[config.mk]
export PLATFORM = sky130hd
export DESIGN_NAME = game_session_ctrl
export DESIGN_NICKNAME = d
export VERILOG_FILES = /design/src/rtl/game_session_ctrl.sv
export SDC_FILE = /design/constraint.sdc
export NUM_CORES = 1
export LEC_CHECK = 0
export BUFFER_PORTS_ARGS = -buffer_cell sky130_fd_sc_hd__buf_2
export CAP_MARGIN = 20
export CORE_ASPECT_RATIO = 0.5
export CORE_MARGIN = 5
export CORE_UTILIZATION = 50
export CTS_BUF_LIST = sky130_fd_sc_hd__clkbuf_4 sky130_fd_sc_hd__clkbuf_8 sky130_fd_sc_hd__clkbuf_16
export CTS_CLUSTER_SIZE = 40
export DETAILED_ROUTE_END_ITERATION = 6
export GPL_TIMING_DRIVEN = 0
export HOLD_SLACK_MARGIN = 0.06
export PLACE_DENSITY = 0.78
export SYNTH_ARGS = -nofsm -noshare
export SYNTH_HDL_FRONTEND = slang
export SYNTH_SLANG_ARGS = --single-unit
[constraint.sdc]
create_clock -name clkIn -period 8.7 [get_ports clkIn]
set_clock_uncertainty 0.15 [all_clocks]
set_input_delay 0.87 -clock clkIn [delete_from_list [all_inputs] [get_ports clkIn]]
set_output_delay 0.87 -clock clkIn [all_outputs]
set_load 0.01 [all_outputs]
[src/rtl/game_session_ctrl.sv]
// -----------------------------------------------------------------------------
// game_session_ctrl
//
// Multi-player game session controller. It keeps per-player scores, runs the
// game timer and the pre-game READY countdown, and handles pause/resume. It
// also detects the winner or a tie, and tracks the session high score.
//
// Ports
//   clkIn          system clock
//   reset          asynchronous, active-low reset
//   tick_1hz       1-cycle pulse per second (synchronous to clkIn)
//   start_game     1-cycle start / replay pulse
//   pause_toggle   1-cycle pause / resume pulse
//   player_scored  bit i = 1-cycle score pulse for player i
//   state          0 IDLE, 1 READY, 2 RUNNING, 3 PAUSED, 4 FINISH
//   game_active    1 only while RUNNING
//   time_left      READY: ready count; RUNNING/PAUSED: game seconds left
//   scores         player i at [i*SCORE_W +: SCORE_W], saturating
//   winner         players holding the maximum score (valid in FINISH)
//   tie            FINISH with more than one winner bit set
//   high_score     best single-player score since reset
//   new_high_score 1-cycle pulse when high_score is raised
//   game_over      1-cycle pulse on RUNNING -> FINISH
//
// The pulse inputs carry no handshake: each is a single-cycle event. It is
// sampled on the clock edge where it is high. Every output is a register, so
// it reflects its cause one cycle later.
// -----------------------------------------------------------------------------
module game_session_ctrl #(
    parameter int NUM_PLAYERS   = 2,
    parameter int SCORE_W       = 6,
    parameter int GAME_SECONDS  = 30,
    parameter int READY_SECONDS = 3,
    parameter int TIMER_W       = 6
) (
    input  logic                           clkIn,
    input  logic                           reset,
    input  logic                           tick_1hz,
    input  logic                           start_game,
    input  logic                           pause_toggle,
    input  logic [NUM_PLAYERS-1:0]         player_scored,
    output logic [2:0]                     state,
    output logic                           game_active,
    output logic [TIMER_W-1:0]             time_left,
    output logic [NUM_PLAYERS*SCORE_W-1:0] scores,
    output logic [NUM_PLAYERS-1:0]         winner,
    output logic                           tie,
    output logic [SCORE_W-1:0]             high_score,
    output logic                           new_high_score,
    output logic                           game_over
);

    typedef enum logic [2:0] {
        S_IDLE    = 3'd0,
        S_READY   = 3'd1,
        S_RUNNING = 3'd2,
        S_PAUSED  = 3'd3,
        S_FINISH  = 3'd4
    } state_t;

    localparam logic [TIMER_W-1:0] GAME_T  = TIMER_W'(GAME_SECONDS);
    localparam logic [TIMER_W-1:0] READY_T = TIMER_W'(READY_SECONDS);
    localparam logic [SCORE_W-1:0] SCORE_MAX = '1;

    state_t                           state_q, state_d;
    logic [TIMER_W-1:0]               time_q, time_d;
    logic [NUM_PLAYERS*SCORE_W-1:0]   scores_q, scores_d;
    logic [NUM_PLAYERS-1:0]           winner_q, winner_d;
    logic                             tie_q, tie_d;
    logic                             active_q, active_d;
    logic                             game_over_q, game_over_d;
    logic [SCORE_W-1:0]               high_q, high_d;
    logic                             new_high_q, new_high_d;

    logic [SCORE_W-1:0]               max_next;   // max over scores_d (winner)
    logic [SCORE_W-1:0]               max_cur;    // max over scores_q (high score)
    logic [NUM_PLAYERS-1:0]           lead_bits;

    assign state          = state_q;
    assign game_active    = active_q;
    assign time_left      = time_q;
    assign scores         = scores_q;
    assign winner         = winner_q;
    assign tie            = tie_q;
    assign high_score     = high_q;
    assign new_high_score = new_high_q;
    assign game_over      = game_over_q;

    // Next-state and datapath logic.
    always_comb begin
        state_d     = state_q;
        time_d      = time_q;
        scores_d    = scores_q;
        game_over_d = 1'b0;

        case (state_q)
            S_IDLE, S_FINISH: begin
                if (start_game) begin
                    scores_d = '0;
                    if (READY_SECONDS == 0) begin
                        state_d = S_RUNNING;
                        time_d  = GAME_T;
                    end else begin
                        state_d = S_READY;
                        time_d  = READY_T;
                    end
                end
            end
            S_READY: begin
                if (tick_1hz) begin
                    if (time_q == TIMER_W'(1)) begin
                        state_d = S_RUNNING;
                        time_d  = GAME_T;
                    end else begin
                        time_d = time_q - 1'b1;
                    end
                end
            end
            S_RUNNING: begin
                for (int i = 0; i < NUM_PLAYERS; i++) begin
                    if (player_scored[i] && scores_q[i*SCORE_W +: SCORE_W] != SCORE_MAX)
                        scores_d[i*SCORE_W +: SCORE_W] = scores_q[i*SCORE_W +: SCORE_W] + 1'b1;
                end
                // The tick wins over a coinciding pause. An expiring tick
                // ends the game, and the pause is dropped.
                if (tick_1hz) begin
                    time_d = time_q - 1'b1;
                    if (time_q == TIMER_W'(1)) begin
                        state_d     = S_FINISH;
                        game_over_d = 1'b1;
                    end else if (pause_toggle) begin
                        state_d = S_PAUSED;
                    end
                end else if (pause_toggle) begin
                    state_d = S_PAUSED;
                end
            end
            S_PAUSED: begin
                if (pause_toggle) state_d = S_RUNNING;
            end
            default: begin
                state_d  = S_IDLE;
                time_d   = '0;
                scores_d = '0;
            end
        endcase

        active_d = (state_d == S_RUNNING);
    end

    // Winner / tie from the scores that will be visible next cycle. This
    // makes winner/tie valid in the first FINISH cycle.
    always_comb begin
        max_next  = '0;
        lead_bits = '0;
        for (int i = 0; i < NUM_PLAYERS; i++)
            if (scores_d[i*SCORE_W +: SCORE_W] > max_next) max_next = scores_d[i*SCORE_W +: SCORE_W];
        for (int i = 0; i < NUM_PLAYERS; i++)
            lead_bits[i] = (scores_d[i*SCORE_W +: SCORE_W] == max_next);
        winner_d = (state_d == S_FINISH) ? lead_bits : '0;
        tie_d    = ($countones(winner_d) > 1);
    end

    // High score is evaluated in the first FINISH cycle. That cycle is
    // marked by the registered game_over pulse, so the raise lands one cycle
    // after FINISH is entered.
    always_comb begin
        max_cur = '0;
        for (int i = 0; i < NUM_PLAYERS; i++)
            if (scores_q[i*SCORE_W +: SCORE_W] > max_cur) max_cur = scores_q[i*SCORE_W +: SCORE_W];
        high_d     = high_q;
        new_high_d = 1'b0;
        if (state_q == S_FINISH && game_over_q && max_cur > high_q) begin
            high_d     = max_cur;
            new_high_d = 1'b1;
        end
    end

    always_ff @(posedge clkIn or negedge reset) begin
        if (!reset) begin
            state_q     <= S_IDLE;
            time_q      <= '0;
            scores_q    <= '0;
            winner_q    <= '0;
            tie_q       <= 1'b0;
            active_q    <= 1'b0;
            game_over_q <= 1'b0;
            high_q      <= '0;
            new_high_q  <= 1'b0;
        end else begin
            state_q     <= state_d;
            time_q      <= time_d;
            scores_q    <= scores_d;
            winner_q    <= winner_d;
            tie_q       <= tie_d;
            active_q    <= active_d;
            game_over_q <= game_over_d;
            high_q      <= high_d;
            new_high_q  <= new_high_d;
        end
    end

endmodule
Yosys cells after proc, flatten, opt, wreduce, memory -nomap -nowiden
Index checks and enable logic that the tools add are counted.
- input port bits: 7
- logic and storage cells: 68
- output and inout bits: 33
- bits in registers: 33
- equality and inequality tests: 14
- magnitude comparators: 6
- reductions and logical operators: 8
- add/subtract/negate cells: 4
- bitwise logic cells: 1
- multiplexer cells: 26
- operators with widths (kind ; count):
    $mux 6 ; 10
    $pmux 12 s3 ; 1
    $pmux 6 s4 ; 1
    $mux 3 ; 7
    $gt 6x6->1 ; 3
    $add 6x1->6 const B ; 2
    $eq 6x6->1 ; 2
    $gt 6x1->1 const B ; 2
    $mux 12 ; 1
    $ne 6x6->1 const B ; 2
    $pmux 3 s4 ; 1
    $eq 3x2->1 const B ; 3
    $eq 3x3->1 const B ; 2
    $eq 6x1->1 const B ; 1
    $ne 2x2->1 const B ; 3
    $sub 6x1->6 const B ; 1
    $logic_and 1x1->1 ; 4
    $mux 1 ; 4
    $reduce_and 4->1 ; 1
    $reduce_or 2->1 ; 2
    $eq 3x1->1 const B ; 1
    $logic_not 3->1 ; 1
    $add 1x1->2 ; 1
    $gt 2x1->1 const B ; 1
    2 further kinds ; 2

Depth between registers and ports, before layout
- word-level depth: 12
- mapped depth: 21
- depth with buffers taken out: 19

Worst setup path after synthesis
No wires, ideal clock.
- kind: flip-flop to flip-flop
- from: register scores_q[0] (netlist: scores[0])
- to: register high_q[1] (netlist: high_score[1])
- clock period less this slack: 3.788 ns
- library setup time: 0.132 ns
- stages on the path, launching flop included: 19
- data required time: 8.418 ns
- path slack: 4.912 ns
- arrival: 3.507 ns
- path buffers: 2
- path through: dfrtp_1 buf_2 inv_1 ha_1 nand3_1 nand2_1 ha_1 nor2b_1 o21a_1 o21ai_0 a21oi_1 mux2_2 ha_1 nand4_1 nor2_1 nor2_1 a21oi_1 clkbuf_1 o21ai_0
- word-level cells in the longest chain between the ends: 6
- ends and longest elaborated chain (item ; RTL line ; text):
    start, declared ; 67 ; logic [NUM_PLAYERS*SCORE_W-1:0] scores_q, scores_d;
    start signal, assigned ; 193 ; scores_q <= scores_d;
    $gt 6x1->1 ; 170 ; if (scores_q[i*SCORE_W +: SCORE_W] > max_cur) max_cur = scores_q[i*SCORE_W +: SCORE_W];
    $mux 6 * ; 170 ;
    $gt 6x6->1 ; 170 ;
    $mux 6 * ; 170 ;
    net max_cur[3] ; 76 ; logic [SCORE_W-1:0] max_cur;
    $gt 6x6->1 * ; 173 ; if (state_q == S_FINISH && game_over_q && max_cur > high_q) begin
    $logic_and 1x1->1 * ; 173 ;
    end signal, assigned ; 198 ; high_q <= high_d;
    end, declared ; 72 ; logic [SCORE_W-1:0] high_q, high_d;
Mark *: on every way through the listed nets, which the timed path passes. The rest lies on a longest branch.
A chain may end at the register's enable or synchronous reset.

Worst setup path after layout
Same ends and word-level chain as after synthesis.

==> results.md <==
| Quantity | This run | Unit |
|---|---|---|
| Net switching power | 306 | µW |
| Worst hold slack | 0.382 | ns |
| Placement Rows | 18 | - |
| CTS tree | yes | - |
| Area occupied by multi-input gates | 1500 | µm² |
| Vertical die dimension | 59.9 | µm |
| Mux cell area share after synthesis | 3.42 | % |
| Clock root buffer | sky130_fd_sc_hd__clkbuf_8 | - |
| Reg-to-reg critical path endpoint | high_score[1]$_DFFE_PN0P_ | - |
| Register bit total from synthesis | 33 | - |
| Sw Share | 44.7 | % |
| Number of distinct library cells after synthesis | 56 | - |
| Slew at the pin closest to its max-slew limit | 0.779 | ns |
| Wirelength, routed | 6280 | µm |
| Worst R2R Path Depth | 17 | - |
| Warnings, synthesis | 0 | - |
| Synthesized cell area | 2490 | µm² |
| Remaining routing DRC violations | 0 | - |
| Count of pins on the block boundary | 40 | - |
| Largest net degree at the start of global routing | 34 | - |
| Type of the worst min-delay path | register to register | - |
| Total count of hold-check failures in the final report | 0 | - |
| Dominant combinational cell family by area after synthesis | compound AO/OA/AOI/OAI gates | - |
| Count of antenna diodes in the layout | 0 | - |
| Element type at the critical path end | register | - |
| Logic gate share of total power | 51.0 | % |
| Start point of the critical path | scores[0]$_DFF_PN0_ | - |
| Fraction of the cycle the final worst path needs | 49.5 | % |
| Total number of nets in the final design | 366 | - |
| Die Span X | 110 | µm |
| Required arrival time at the worst endpoint | 8.71 | ns |
| Critical path startpoint category | register | - |
| Antenna-violating nets left | 0 | - |
| Status | completed | - |
| First-pass GRT wire length | 10300 | µm |
| Sequential share of the synthesized area | 33.2 | % |
| Placer congestion estimate | 0.899 | - |
| Total iterations of the first detailed-routing run | 5 | - |
| Post-synthesis cell count | 290 | - |
| Number of flops mapped to enable cells by yosys | 0 | - |
| CP Capture Point | high_score[1]$_DFFE_PN0P_ | - |
| Area occupied by registers | 826 | µm² |
| Effective utilization at floorplan | 51.1 | % |
| Share of total power in sequential cells | 31.6 | % |
| Total GRT Usage | 20.2 | % |
| Avg WL per Cell | 15.4 | µm |
| WS Path Type | register to register | - |
| Post-Synth XOR/XNOR Area | 2.46 | % |
| Syn_nets | 320 | - |
| Complex-gate fraction of the synthesized area | 23.0 | % |
| Post-CTS repair timing setup buffer count | 0 | - |
| Share of layout cells above drive strength 1 | 19.6 | % |
| Total power divided by cell area | 239 | nW/µm² |
| Count of placed standard cells including taps | 399 | - |
| Area added between synthesis and finish | 14.8 | % |
| Vias per cell | 5.79 | - |
| Power after layout | 684 | µW |
| Prevailing post-synth register cell | sky130_fd_sc_hd__dfrtp_1 | - |
| Leakage Power | 1.39 | nW |
| Number of hold buffers added after CTS | 0 | - |
| Setup total negative slack | 0 | ns |
| Simple-Gate Fraction of Synth Area | 19.3 | % |
| Clock transition at the register clock pins on the worst setup and hold paths after CTS | 0.07 | ns |
| Fill cell count | 432 | - |
| Largest fanout on the critical path | 10 | - |
| Arrival @ worst endpoint | 4.32 | ns |
| Post-synthesis share of cell area spent on full adders, half adders and majority gates | 12.0 | % |
| Antenna violations before repair | 0 | - |
| Max frequency | 232 | MHz |
| Non-filler cells in the finished layout | 407 | - |
| Final setup viols | 0 | - |
| Origin of the critical flop-to-flop path | scores[0]$_DFF_PN0_ | - |
| Die Area | 6570 | µm² |
| Share of flip-flops with an asynchronous set or reset after synthesis | 100 | % |
| Overflow left after global routing | 0 | - |
| Number of global-route vias before repair | 2178 | - |
| Number of buffers inserted by port buffering | 39 | - |
| Via count | 2355 | - |
| Clock latency of the later-clocked register in the worst-skew pair | 0.29 | ns |
| Core region area | 4860 | µm² |
| Flop2flop setup slack | 4.39 | ns |
| Clock power frac | 17.4 | % |
| Placed wire-length estimate | 4730 | µm |
| Number of CTS-inserted buffers | 5 | - |
| Internal power summed over all cells | 378 | µW |
| Slew HR | 47.7 | % |
| Minimum clock period | 4.31 | ns |
| First-iteration detailed-routing DRC count | 164 | - |
| Unrepaired setup endpoints after global routing | no | - |
| Buffer levels on the longest clock path | 2 | - |
| Max-cap violations | 0 | - |
| Clock tree sinks | 33 | - |
| Total number of H-tree levels | 2 | - |
| Number of gates given a new drive strength after cts | 0 | - |
| Mean post-synth cell area | 8.58 | µm² |
| Total count of max-transition violations in the final report | 0 | - |
| Peak VDD IR | 147 | µV |
==> layout make-up <==
type	count	area share [%]
Multi-Input combinational cell	217	52.4
Clock inverter	2	0.350
Tap cell	70	3.07
Sequential cell	33	28.9
Clock buffer	6	2.67
Buffer	10	1.80
Timing Repair Buffer	39	6.83
Inverter	30	3.94
==> registers in the layout, summed over array words and instances, names as in the netlist <==
name            flops
game_active         1
winner              2
time_left           6
tie                 1
state               3
scores             12
game_over           1
new_high_score      1
high_score          6
==> per-layer routing <==
| layer | wire [µm] | track usage, % |
|---|---|---|
| met5 | 0 | 0 |
| met3 | 366 | 4.21 |
| met1 | 2840 | 26.6 |
| met2 | 3010 | 33.9 |
| met4 | 66 | 6.04 |
==> Yosys cell counts (all sizes together) (4+ instances only) <==
master  number  area, µm²
nor3         7       35.0
nor2        20       77.6
mux2i        4       40.0
a21oi       23        123
nand3        6       30.0
a31oi        4       25.0
a21o         5       37.5
nor2b        8       50.1
o21a         5       37.5
dfrtp       33        826
nand4        8       50.1
mux2         4       45.0
xnor2        7       61.3
clkbuf       4       15.0
nand2       23       86.3
buf          6       36.3
inv         30        113
o21ai       23        115
ha          23        288
o22a         5       45.0
==> worst min path at each step <==
stage / from / endpoint / slack, ns / cells past startpoint
after floorplan: time_left[5]$_DFFE_PN0P_ / time_left[5]$_DFFE_PN0P_ / 0.38 / 1
after global placement: time_left[5]$_DFFE_PN0P_ / time_left[5]$_DFFE_PN0P_ / 0.36 / 1
after detailed placement: time_left[5]$_DFFE_PN0P_ / time_left[5]$_DFFE_PN0P_ / 0.36 / 1
after CTS: time_left[5]$_DFFE_PN0P_ / time_left[5]$_DFFE_PN0P_ / 0.38 / 1
after global routing: time_left[5]$_DFFE_PN0P_ / time_left[5]$_DFFE_PN0P_ / 0.42 / 1
final: time_left[5]$_DFFE_PN0P_ / time_left[5]$_DFFE_PN0P_ / 0.38 / 1
==> power groups by stage <==
stage               registers [mW]  clock network (mW)  logic (mW)
global route                 0.222               0.126       0.393
detailed placement           0.219                   0       0.344
finish                       0.216               0.119       0.349
CTS                          0.216               0.120       0.347
floorplan                    0.222                   0       0.246
global placement             0.216                   0       0.334
==> per-stage QoR <==
step / util, % / setup WS [ns] / cell area (µm²)
finish: 58.7 / 4.39 / 2860
global route: 58.7 / 3.95 / 2860
CTS: 58.7 / 4.43 / 2860
detailed placement: 56.9 / 4.48 / 2770
global placement: 56.9 / 4.53 / 2770
floorplan: - / 4.91 / 2490
==> cells by family (layout without fill, tap and decap cells) <==
kind of cell             Yosys count  after routing
XOR/XNOR                           7              7
AO/OA/AOI/OAI                     87             87
flip-flops                        33             33
AND/OR/NAND/NOR                   91             91
adder cells (fa/ha/maj)           24             24
multiplexers                       8              8
buffers and inverters             40             87
==> layout by cell type (no fill, tap or decap), types with 2 or more instances in the layout <==
cell type	n
sky130_fd_sc_hd__a21oi_1	21
sky130_fd_sc_hd__a31oi_1	4
sky130_fd_sc_hd__o21a_1	5
sky130_fd_sc_hd__a21oi_2	2
sky130_fd_sc_hd__clkbuf_1	4
sky130_fd_sc_hd__o31ai_1	3
sky130_fd_sc_hd__nor3_1	7
sky130_fd_sc_hd__o21ai_1	3
sky130_fd_sc_hd__dfrtp_1	33
sky130_fd_sc_hd__o21ai_0	20
sky130_fd_sc_hd__nand3_1	6
sky130_fd_sc_hd__nor4_1	2
sky130_fd_sc_hd__and4_1	2
sky130_fd_sc_hd__nand4_1	8
sky130_fd_sc_hd__a311oi_1	2
sky130_fd_sc_hd__a211o_1	2
sky130_fd_sc_hd__a21boi_0	2
sky130_fd_sc_hd__a21o_1	5
sky130_fd_sc_hd__and3_1	3
sky130_fd_sc_hd__nand2_1	23
sky130_fd_sc_hd__xnor2_1	7
sky130_fd_sc_hd__nor2_1	19
sky130_fd_sc_hd__buf_2	44
sky130_fd_sc_hd__o22a_1	4
sky130_fd_sc_hd__clkbuf_8	5
sky130_fd_sc_hd__o41ai_1	2
sky130_fd_sc_hd__ha_1	23
sky130_fd_sc_hd__mux2_2	4
sky130_fd_sc_hd__clkinv_2	2
sky130_fd_sc_hd__mux2i_1	4
sky130_fd_sc_hd__nor2b_1	8
sky130_fd_sc_hd__or3_1	3
sky130_fd_sc_hd__inv_1	29
==> worst max-delay path: stages, from the launching register on <==
cell	delay (ns)
sky130_fd_sc_hd__dfrtp_1	0.39
sky130_fd_sc_hd__buf_2	0.23
sky130_fd_sc_hd__inv_1	0.06
sky130_fd_sc_hd__ha_1	0.19
sky130_fd_sc_hd__nand3_1	0.09
sky130_fd_sc_hd__nand2_1	0.08
sky130_fd_sc_hd__ha_1	0.30
sky130_fd_sc_hd__nor2b_1	0.13
sky130_fd_sc_hd__o21a_1	0.12
sky130_fd_sc_hd__o21ai_0	0.07
sky130_fd_sc_hd__a21oi_1	0.53
sky130_fd_sc_hd__mux2_2	0.43
sky130_fd_sc_hd__ha_1	0.29
sky130_fd_sc_hd__nand4_1	0.16
sky130_fd_sc_hd__o2111ai_1	0.19
sky130_fd_sc_hd__a21oi_1	0.28
sky130_fd_sc_hd__clkbuf_1	0.33
sky130_fd_sc_hd__o21ai_0	0.14
(Power assumes the default switching activity.)
